$ cat config.mk
export PLATFORM = sky130hd
export DESIGN_NAME = mult_stage_1
export DESIGN_NICKNAME = d
export VERILOG_FILES = /design/src/rtl/mult_pkg.sv /design/src/rtl/mult_pipe_ctrl.sv /design/src/rtl/mult_stage_1.sv
export SDC_FILE = /design/constraint.sdc
export NUM_CORES = 1
export LEC_CHECK = 0
export ABC_CLOCK_PERIOD_IN_PS = 6700
export BUFFER_PORTS_ARGS = -buffer_cell sky130_fd_sc_hd__buf_4
export CAP_MARGIN = 20
export CORE_ASPECT_RATIO = 0.75
export CORE_MARGIN = 1.5
export CORE_UTILIZATION = 50
export DETAILED_ROUTE_END_ITERATION = 12
export MAX_ROUTING_LAYER = met4
export PLACE_DENSITY = 0.74
export REMOVE_ABC_BUFFERS = 1
export SLEW_MARGIN = 40
export SYNTH_ARGS = -nofsm -noshare
export SYNTH_HDL_FRONTEND = slang
export SYNTH_HIERARCHICAL = 1
export SYNTH_SLANG_ARGS = --single-unit
$ cat constraint.sdc
create_clock -name clk -period 6.7 [get_ports clk]
set_input_delay 0 -clock clk [delete_from_list [all_inputs] [get_ports clk]]
set_output_delay 0 -clock clk [all_outputs]
set_load 0.05 [all_outputs]
$ cat src/rtl/mult_pkg.sv
// mult_pkg: shared constants, accumulate-op encodings and the stage-1
// payload struct for the multiplier back end (mult_stage_1).
package mult_pkg;

    localparam int PSUM_W     = 42;   // width of one weighted partial sum
    localparam int PSUM_N     = 4;    // partial sums; sum i has weight 2^(8*i)
    localparam int PSUM_SHIFT = 8;    // weight step between adjacent sums
    localparam int PROD_W     = 64;   // product width
    // One pair-sum: 42-bit sum plus a sum shifted by 8, plus the carry bit.
    localparam int PAIR_W     = PSUM_W + PSUM_SHIFT + 1;

    localparam logic [1:0] MULT_ACC_NONE = 2'b00;
    localparam logic [1:0] MULT_ACC_ADD  = 2'b01;
    localparam logic [1:0] MULT_ACC_SUB  = 2'b10;

    typedef struct packed {
        logic [PAIR_W-1:0] p01;
        logic [PAIR_W-1:0] p23;
        logic              neg;
        logic [1:0]        acc_op;
        logic [PROD_W-1:0] hilo;
    } s1_payload_t;

endpackage

$ cat src/rtl/mult_pipe_ctrl.sv
// mult_pipe_ctrl: valid/ready control for the two registered stages of
// mult_stage_1. Produces the per-stage load enables and handles flush.
//   clk, rst_n          clock, synchronous active-low reset
//   flush               drop everything in flight (and any offered input)
//   in_valid/in_ready   upstream handshake
//   out_valid/out_ready downstream handshake
//   s1_load/s2_load     data-register enables for S1 / S2
module mult_pipe_ctrl (
    input  logic clk,
    input  logic rst_n,
    input  logic flush,
    input  logic in_valid,
    output logic in_ready,
    output logic out_valid,
    input  logic out_ready,
    output logic s1_load,
    output logic s2_load
);

    logic [2:1] vld_pipe;   // [1] = S1 valid, [2] = S2 valid
    logic       advance1;
    logic       advance2;

    assign advance2  = ~vld_pipe[2] | out_ready;
    assign advance1  = ~vld_pipe[1] | advance2;
    assign in_ready  = advance1;
    assign out_valid = vld_pipe[2];

    // Data registers only move when a real operation lands in them; flush
    // leaves them untouched.
    assign s1_load = in_valid    & advance1 & ~flush;
    assign s2_load = vld_pipe[1] & advance2 & ~flush;

    always_ff @(posedge clk) begin
        if (!rst_n) begin
            vld_pipe <= '0;
        end else if (flush) begin
            vld_pipe <= '0;
        end else begin
            if (advance2) vld_pipe[2] <= vld_pipe[1];
            if (advance1) vld_pipe[1] <= in_valid;
        end
    end

endmodule

$ cat src/rtl/mult_stage_1.sv
// mult_stage_1: back end of the two-part integer multiplier. Reduces four
// 42-bit weighted partial sums to a 64-bit product over two registered
// stages and presents it as HI/LO.
//   clk, rst_n           clock, synchronous active-low reset
//   flush                discard in-flight operations
//   in_valid/in_ready    input handshake
//   in_psum[167:0]       partial sum i at [42*i+41:42*i], weight 2^(8*i)
//   in_negate            two's-complement the final product
//   out_valid/out_ready  output handshake
//   out_hi, out_lo       product[63:32], product[31:0]
// Optional: MULT_STAGE_1_ACCUM_EN adds in_acc_op[1:0] and in_hilo[63:0]
// for MADD/MSUB style accumulation (result = hilo +/- product).
module mult_stage_1
    import mult_pkg::*;
(
    input  logic         clk,
    input  logic         rst_n,
    input  logic         flush,
    input  logic         in_valid,
    output logic         in_ready,
    input  logic [167:0] in_psum,
    input  logic         in_negate,
    output logic         out_valid,
    input  logic         out_ready,
    output logic [31:0]  out_hi,
    output logic [31:0]  out_lo
`ifdef MULT_STAGE_1_ACCUM_EN
    ,
    input  logic [1:0]   in_acc_op,
    input  logic [63:0]  in_hilo
`endif
);

    logic              s1_load;
    logic              s2_load;
    logic [PSUM_W-1:0] psum [PSUM_N];
    s1_payload_t       s1_d;
    s1_payload_t       s1_q;
    logic [PROD_W-1:0] raw;
    logic [PROD_W-1:0] prod;
    logic [PROD_W-1:0] result;
    logic [PROD_W-1:0] s2_q;

    mult_pipe_ctrl u_ctrl (
        .clk       (clk),
        .rst_n     (rst_n),
        .flush     (flush),
        .in_valid  (in_valid),
        .in_ready  (in_ready),
        .out_valid (out_valid),
        .out_ready (out_ready),
        .s1_load   (s1_load),
        .s2_load   (s2_load)
    );

    for (genvar g = 0; g < PSUM_N; g++) begin : g_unpack
        assign psum[g] = in_psum[g*PSUM_W +: PSUM_W];
    end

    // S1: combine adjacent sums pairwise; each pair-sum is 51 bits wide.
    always_comb begin
        s1_d     = '0;
        s1_d.p01 = PAIR_W'(psum[0]) + (PAIR_W'(psum[1]) << PSUM_SHIFT);
        s1_d.p23 = PAIR_W'(psum[2]) + (PAIR_W'(psum[3]) << PSUM_SHIFT);
        s1_d.neg = in_negate;
`ifdef MULT_STAGE_1_ACCUM_EN
        s1_d.acc_op = in_acc_op;
        s1_d.hilo   = in_hilo;
`endif
    end

    always_ff @(posedge clk) begin
        if (!rst_n)       s1_q <= '0;
        else if (s1_load) s1_q <= s1_d;
    end

    // S2: final add; bits of p23 shifted past bit 63 are discarded.
    always_comb begin
        raw  = PROD_W'(s1_q.p01) + (PROD_W'(s1_q.p23) << (2*PSUM_SHIFT));
        prod = s1_q.neg ? (~raw + 64'd1) : raw;
    end

`ifdef MULT_STAGE_1_ACCUM_EN
    always_comb begin
        case (s1_q.acc_op)
            MULT_ACC_ADD: result = s1_q.hilo + prod;
            MULT_ACC_SUB: result = s1_q.hilo - prod;
            default:      result = prod;   // plain and reserved encoding
        endcase
    end
`else
    assign result = prod;
    // acc_op/hilo exist in the shared payload but are idle in this build.
    logic unused_acc;
    assign unused_acc = ^{s1_q.acc_op, s1_q.hilo};
`endif

    always_ff @(posedge clk) begin
        if (!rst_n)       s2_q <= '0;
        else if (s2_load) s2_q <= result;
    end

    assign out_hi = s2_q[63:32];
    assign out_lo = s2_q[31:0];

endmodule

==> results_dict.tcl, run 1 <==
set metrics [dict create \
    status "finished, final reports clean" \
    synth_top_family_by_area "compound AO/OA/AOI/OAI gates" \
    placed_cell_area_mm2 0.0152 \
    finalCritPeriodShare 0.751 \
    required_ns 7.07 \
    nFillCells 2331 \
    cts_resized 0 \
    grt_pass1_wl_um 59900 \
    min_period_ns 5.03 \
    fp.dieH_um 144 \
    design.portCount 240 \
    synth_cells 1685 \
    fin_nets 2185 \
    die_area_mm2 0.0275 \
    ys_types 83 \
    slew_violations 0 \
    port_buffers 237 \
    fin_hold_ws_ns 0.0266 \
    cts_num_sinks 166 \
    start_util 0.509 \
    fp-row-count 51 \
    placed_cells 2191 \
    drtAntennaViolNets 0 \
    met1_usage 0.418 \
    diodes 0 \
    fin_total_pwr_mw 3.09 \
    layout.cells.non_filler 2261 \
    crit_path_end_kind "register" \
    grt_pass1_vias 11846 \
    synth_ff_type "dfxtp_1" \
    ys_async_sr_fraction 0 \
    synth_adder_area_share 0.103 \
    synth.cell_area_mm2 0.0133 \
    antenna_found_initial 0 \
    place_congestion 0.963 \
    cp_top_family "simple AND/OR/NAND/NOR gates" \
    yosysTopAreaCell "dfxtp_1" \
    hold_violations 0 \
    synth-xor-area-share 0.0971 \
    synth_seq_cells 166 \
    drtIter0Drc 907 \
    powerDensity_mw_per_mm2 191 \
    via_count 13126 \
    fmax_ghz 0.199 \
    design_area_mm2 0.0162 \
    dr.pass1.iters 6 \
    wl_per_cell_um 16.5 \
    route.detailed.drc 0 \
    vias_per_cell 5.81 \
    cts_buffers 17 \
    synth_warnings 6 \
    root_buffer "clkbuf_16" \
    synth_edf_count 0 \
    multi_input_area_mm2 0.00947 \
    crit_path_max_incr_delay_ns 0.65 \
    busiest_layer "met1" \
    grt_usage 0.274 \
    rsz0062_at_grt "no" \
    cp.arrival_ns 5.40 \
    crit_buf_inv 0 \
    maxCapViolCount 0 \
    drive_gt1_frac 0.164 \
    critPathMaxFanout 6 \
    grt_max_degree 90 \
    clk_pin_slew_ns 0.07 \
    setup_viol 0 \
    synth.area.top_cells "dfxtp_1 (25%), ha_1 (9.8%), nor2_1 (6.1%)" \
    cts_setup_buffers 0 \
    yosys.area_share.simple 0.204 \
    dp_hpwl_um 28800 \
    worst_pin_slew_ns 0.849 \
    ir_drop_mv 0.168 \
    synth-compound-area-share 0.259 \
    postRouteWirelength_um 37400 \
    seqCellArea_mm2 0.00332 \
    use_met3 0.0352 \
    core_area_mm2 0.0260 \
    skew_ns 0.0150 \
    cts_tree "built" \
    grt_util_met2 0.386 \
    insertion_delay_ns 0.44 \
    htreeDepth 4 \
    final_util 0.623 \
    cellLeakagePower_nw 6.95 \
    dieWidth_um 191 \
    synth.avg_cell_area_um2 7.87 \
    hp-class "input port to register" \
    grt.overflow.total 0 \
    cts.path.max_buffers 2 \
    crit_type "register to register" \
    yosysSeqAreaShare 0.251 \
    area_growth_pct 22.3 \
    synth.area.mux_share 0.0499 \
    path_cells "ha_1 > fa_1 > a21oi_1 > o2bb2ai_1 > o2111ai_1 > o2111ai_1 > a221oi_1 > xor2_1 > nand3_1 > or4_1 > or4_1 > or4b_1 > nand3_1" \
    relSlewSlack 0.429 \
    cp_slowest_cell "or4_1" \
    start_kind "register" \
    yosys.area.top_type_share 0.251 \
]
==> cell usage after synthesis (4+ instances only) <==
| library cell | instances |
|---|---|
| and3_1 | 19 |
| a2111oi_0 | 4 |
| o31a_1 | 6 |
| nand2b_1 | 13 |
| or4_1 | 11 |
| nor4_1 | 6 |
| o31ai_1 | 24 |
| xnor2_1 | 71 |
| buf_1 | 7 |
| nand3_1 | 48 |
| and4_1 | 5 |
| nand2_1 | 87 |
| a21boi_0 | 6 |
| nor3_1 | 33 |
| a221oi_1 | 4 |
| nand4_1 | 28 |
| o2111ai_1 | 6 |
| and2_1 | 14 |
| mux2i_1 | 65 |
| o41ai_1 | 7 |
| or3_1 | 20 |
| a21oi_1 | 124 |
| xor2_1 | 76 |
| a31oi_1 | 20 |
| nand3b_1 | 4 |
| a211oi_1 | 57 |
| a31o_2 | 4 |
| o21bai_1 | 11 |
| clkbuf_1 | 74 |
| ha_1 | 104 |
| dfxtp_1 | 166 |
| nor2_1 | 214 |
| or2_2 | 11 |
| nor2b_1 | 17 |
| a32oi_1 | 4 |
| inv_1 | 41 |
| a311oi_1 | 5 |
| a21o_1 | 53 |
| o211ai_1 | 13 |
| o21ai_0 | 104 |
| o22ai_1 | 5 |
| o21a_1 | 26 |
==> cells by family (layout without fill, tap and decap cells) <==
kind of cell             count (synthesis)  in the layout
adder cells (fa/ha/maj)                107            107
buffers and inverters                  126            358
XOR/XNOR                               147            147
AND/OR/NAND/NOR                        550            550
multiplexers                            66             66
AO/OA/AOI/OAI                          523            523
flip-flops                             166            166
==> per-layer routing <==
metal	share of wire	vias to the layer above
li1	-	6645
met1	0.52	6017
met2	0.40	442
met3	0.071	22
met4	0.0059	0
met5	0	-
==> tightest hold or removal path, cell delays in order <==
cell	delay (ns)
buf_4	0.09
ha_1	0.17
nand4_1	0.10
nand3_1	0.07
==> flip-flops by register name, indices dropped and copies added, names as in the netlist <==
name	cells
s2_q	64
s1_q	100
u_ctrl/vld_pipe	2
==> final timing paths <==
| path | startpoint | endpoint | slack (ns) | depth (start not counted) |
|---|---|---|---|---|
| worst max-delay path | s1_q[67] | s2_q[60] | 1.67 | 13 |
| worst min-delay path | in_psum[75] | s1_q[159] | 0.03 | 4 |
| worst max register to register | s1_q[67] | s2_q[60] | 1.67 | 13 |
| worst min register to register | s2_q[46] | s2_q[46] | 0.49 | 2 |
==> report_power, final <==
group	switching, mW	internal (mW)
registers	0.0474	1.04
clock network	0.456	0.540
logic	0.585	0.422
==> stage by stage <==
step	TNS (ns)	setup slack (ns)
after detailed placement	0	1.77
after global routing	0	1.36
final	0	1.67
after CTS	0	1.72
after floorplan	-126.80	-3.45
after global placement	0	1.84
==> cells in the final DEF (no fill, tap or decap), drive strengths merged, types with 26 or more instances in the layout <==
cell type    instances
nor3                33
nor2               214
inv                 50
nand2               88
ha                 104
buf                245
xor2                76
o21ai              107
dfxtp              166
xnor2               71
dlygate4sd3         38
a21o                53
a21oi              124
nand3               48
mux2i               65
nand4               28
o21a                26
a211oi              57
==> what timing repair did <==
item                       4_1_cts  5_1_grt
setup endpoints to repair        0        0
hold buffers                    38        0
hold endpoints to repair        34        0
==> layout make-up <==
type,count,area share
tap,344,0.0265
timing repair buffer,283,0.137
multi-input combinational,1393,0.584
clock buffer,18,0.0271
clock inverter,14,0.00957
inverter,43,0.0101
sequential,166,0.205
Power figures use the tool's default switching activity.
==> inputs of run 2 (changes only) <==
--- a/config.mk
+++ b/config.mk
@@ -5,7 +5,8 @@
 export SDC_FILE = /design/constraint.sdc
 export NUM_CORES = 1
 export LEC_CHECK = 0
-export ABC_CLOCK_PERIOD_IN_PS = 6700
+export ABC_AREA = 1
+export ABC_CLOCK_PERIOD_IN_PS = 5100
 export BUFFER_PORTS_ARGS = -buffer_cell sky130_fd_sc_hd__buf_4
 export CAP_MARGIN = 20
 export CORE_ASPECT_RATIO = 0.75
@@ -13,7 +14,7 @@
 export CORE_UTILIZATION = 50
 export DETAILED_ROUTE_END_ITERATION = 12
 export MAX_ROUTING_LAYER = met4
-export PLACE_DENSITY = 0.74
+export PLACE_DENSITY = 0.72
 export REMOVE_ABC_BUFFERS = 1
 export SLEW_MARGIN = 40
 export SYNTH_ARGS = -nofsm -noshare
==> constraint.sdc (replaced) <==
create_clock -name clk -period 5.1 [get_ports clk]
set_input_delay 0 -clock clk [delete_from_list [all_inputs] [get_ports clk]]
set_output_delay 0 -clock clk [all_outputs]
set_load 0.05 [all_outputs]
==> run 2 against run 1 <==
  * Clock-buffer cell count is the same
  * Die area grew 22%
  * Sequential power grew 32%
  * Worst setup slack better by 0.25 ns
  * First-iteration DRC count increased by 82%
  * Clock power is 38% higher
==> results_dict.tcl, run 2 <==
set metrics [dict create \
    synth_cells 2794 \
    ys_types 50 \
    crit_type "register to register" \
    grt_max_degree 96 \
    root_buffer "clkbuf_16" \
    die_area_mm2 0.0336 \
    drtAntennaViolNets 0 \
    worst_pin_slew_ns 0.857 \
    drtIter0Drc 1648 \
    setup_viol 0 \
    final_common_cell "nand2_1" \
    skew_ns 0.00980 \
    intPower_mw 2.74 \
    relSlewSlack 0.429 \
    cp_top_family "simple AND/OR/NAND/NOR gates" \
    grt.overflow.total 0 \
    min_period_ns 3.18 \
    dp_hpwl_um 43600 \
    crit_path_max_incr_delay_ns 0.48 \
    insertion_delay_ns 0.45 \
    htreeDepth 4 \
    maxCapViolCount 0 \
    largest_register_ffs 100 \
    clkPwrFrac 0.306 \
    powerDensity_mw_per_mm2 231 \
    synth_most_common_cell "nand2_1" \
    cts_buffers 17 \
    layout_common_cells "nand2_1 (686), inv_1 (473), nor2_1 (390), buf_4 (242), a21oi_1 (187)" \
    grt_pass1_wl_um 84300 \
    slew_violations 0 \
    crit_path_end_kind "register" \
    fin_tns_setup_ns 0 \
    rsz0062_at_grt "no" \
    cts.path.max_buffers 2 \
    clk_pin_slew_ns 0.07 \
    start_util 0.514 \
    ir_drop_mv 0.217 \
    synth_edf_count 0 \
    route.detailed.drc 0 \
    critPathMaxFanout 5 \
    regMostFlops "s1_q" \
    dr.pass1.iters 5 \
    crit_top_cell "nand2_1" \
    place_congestion 0.975 \
    required_ns 5.45 \
    power_frac_seq 0.322 \
    yosys.area.top_type_share 0.205 \
    vias_per_cell 5.31 \
    placed_cells 3410 \
    synth_seq_cells 166 \
    synth_ff_type "dfxtp_1" \
    grt_pass1_vias 16417 \
    drive_gt1_frac 0.120 \
    design.portCount 240 \
    hp-class "input port to register" \
    path_cells "ha_1 > fa_1 > nand2_1 > nand2_1 > nand3_2 > nand2_4 > nand2_1 > nand2_1 > nand2_1 > nand2_1 > nor2_2 > nand3_1 > nor2_2 > nand3_1 > nor2_1 > nand2_1 > nand3_1 > nand3_1 > nand2_1 > inv_1" \
    fin_nets 3309 \
    grt_usage 0.321 \
    synth.avg_cell_area_um2 5.81 \
    ys_async_sr_fraction 0 \
    cts_tree "built" \
    yosysSeqAreaShare 0.205 \
    wl_per_cell_um 15.3 \
    antenna_found_initial 0 \
    via_count 18474 \
    reg2reg_setup_slack_ns 1.92 \
    diodes 0 \
    synth.cell_area_mm2 0.0162 \
    crit_buf_inv 1 \
    fp-row-count 56 \
    port_buffers 237 \
    switching_share 0.387 \
    layout.cells.non_filler 3476 \
    hold_violations 0 \
    fmax_ghz 0.315 \
    core_area_mm2 0.0316 \
    start_kind "register" \
    status "finished, final reports clean" \
    synth.area.top_cells "dfxtp_1 (20%), nand2_1 (16%), inv_1 (11%)" \
    cts_num_sinks 166 \
    area_growth_pct 19.2 \
    postRouteWirelength_um 53200 \
    power.switching_mw 1.73 \
    synth_warnings 6 \
    reg_top3 "s1_q (100), s2_q (64), u_ctrl/vld_pipe (2)" \
    cts_setup_buffers 0 \
    dieWidth_um 211 \
    cellLeakagePower_nw 10.4 \
    cp.arrival_ns 3.53 \
    fin_total_pwr_mw 4.47 \
    fp.dieH_um 159 \
    final_util 0.612 \
    finalCritPeriodShare 0.623 \
    yosys-top-cells-count "nand2_1 (686), inv_1 (476), nor2_1 (391), a21oi_1 (187), o21ai_0 (181)" \
    pwr-share-comb 0.372 \
    yosysTopAreaCell "dfxtp_1" \
    cp_slowest_cell "fa_1" \
]
-- run 2: logic make-up (layout without fill, tap and decap cells) --
| group | count (synthesis) | count (layout) | synth area share |
|---|---|---|---|
| flip-flops | 166 | 166 | 0.205 |
| XOR/XNOR | 86 | 86 | 0.0464 |
| buffers and inverters | 549 | 796 | 0.127 |
| AND/OR/NAND/NOR | 1370 | 1370 | 0.356 |
| AO/OA/AOI/OAI | 516 | 516 | 0.181 |
| adder cells (fa/ha/maj) | 107 | 107 | 0.0839 |
-- run 2: repair_timing --
| action | in CTS | in global routing |
|---|---|---|
| gates resized for setup | 0 | 0 |
| hold buffers | 34 | 0 |
| endpoints found under the hold margin | 40 | 0 |
-- run 2: cell type report --
type / count / area [um2]
clock buffers: 18 / 429
clock inverters: 14 / 186
fillers: 3152 / 12300
inverters: 485 / 1820
multi-input cells: 2079 / 10900
flip-flops and latches: 166 / 3320
well taps: 435 / 544
repair buffers: 279 / 2190
-- run 2: worst register-to-register path, stage by stage (launching register included) --
cell     delay (ns)
dfxtp_1        0.31
ha_1           0.26
fa_1           0.48
nand2_1        0.10
nand2_1        0.09
nand3_2        0.12
nand2_4        0.09
nand2_1        0.09
nand2_1        0.07
nand2_1        0.07
nand2_1        0.15
nor2_2         0.19
nand3_1        0.10
nor2_2         0.19
nand3_1        0.16
nor2_1         0.20
nand2_1        0.11
nand3_1        0.08
nand3_1        0.08
nand2_1        0.09
inv_1          0.04
-- run 2: metal layers --
| layer | vias to the layer above | routed length, um | GRT usage |
|---|---|---|---|
| met4 | 0 | 408 | 0.0455 |
| li1 | 9426 | - | - |
| met1 | 8408 | 27200 | 0.487 |
| met2 | 609 | 21900 | 0.459 |
| met5 | - | 0 | - |
| met3 | 31 | 3750 | 0.0357 |
-- run 2: worst paths after layout --
| path | from | end | depth (start not counted) |
|---|---|---|---|
| worst min register to register | s2_q[11] | s2_q[11] | 2 |
| worst max-delay path | s1_q[67] | s2_q[63] | 20 |
| worst max register to register | s1_q[67] | s2_q[63] | 20 |
| worst min-delay path | in_psum[43] | s1_q[127] | 4 |
-- run 2: power groups by stage --
stage | clock network [mW] | logic (mW) | registers (mW)
2_1_floorplan | 0 | 1.03 | 1.51
3_3_place_gp | 0 | 1.57 | 1.46
3_5_place_dp | 0 | 1.60 | 1.47
4_1_cts | 1.39 | 1.63 | 1.44
5_1_grt | 1.45 | 1.83 | 1.45
6_report | 1.37 | 1.66 | 1.44
-- run 2: metrics by stage --
step	worst slack, ns	hold WS (ns)	cell area, um2
after floorplan	-0.0217	0.132	16000
after global placement	1.90	0.234	18400
after detailed placement	1.89	0.239	18400
after CTS	1.96	0.0150	19300
after global routing	1.67	0.0331	19300
final	1.92	0.0213	19300
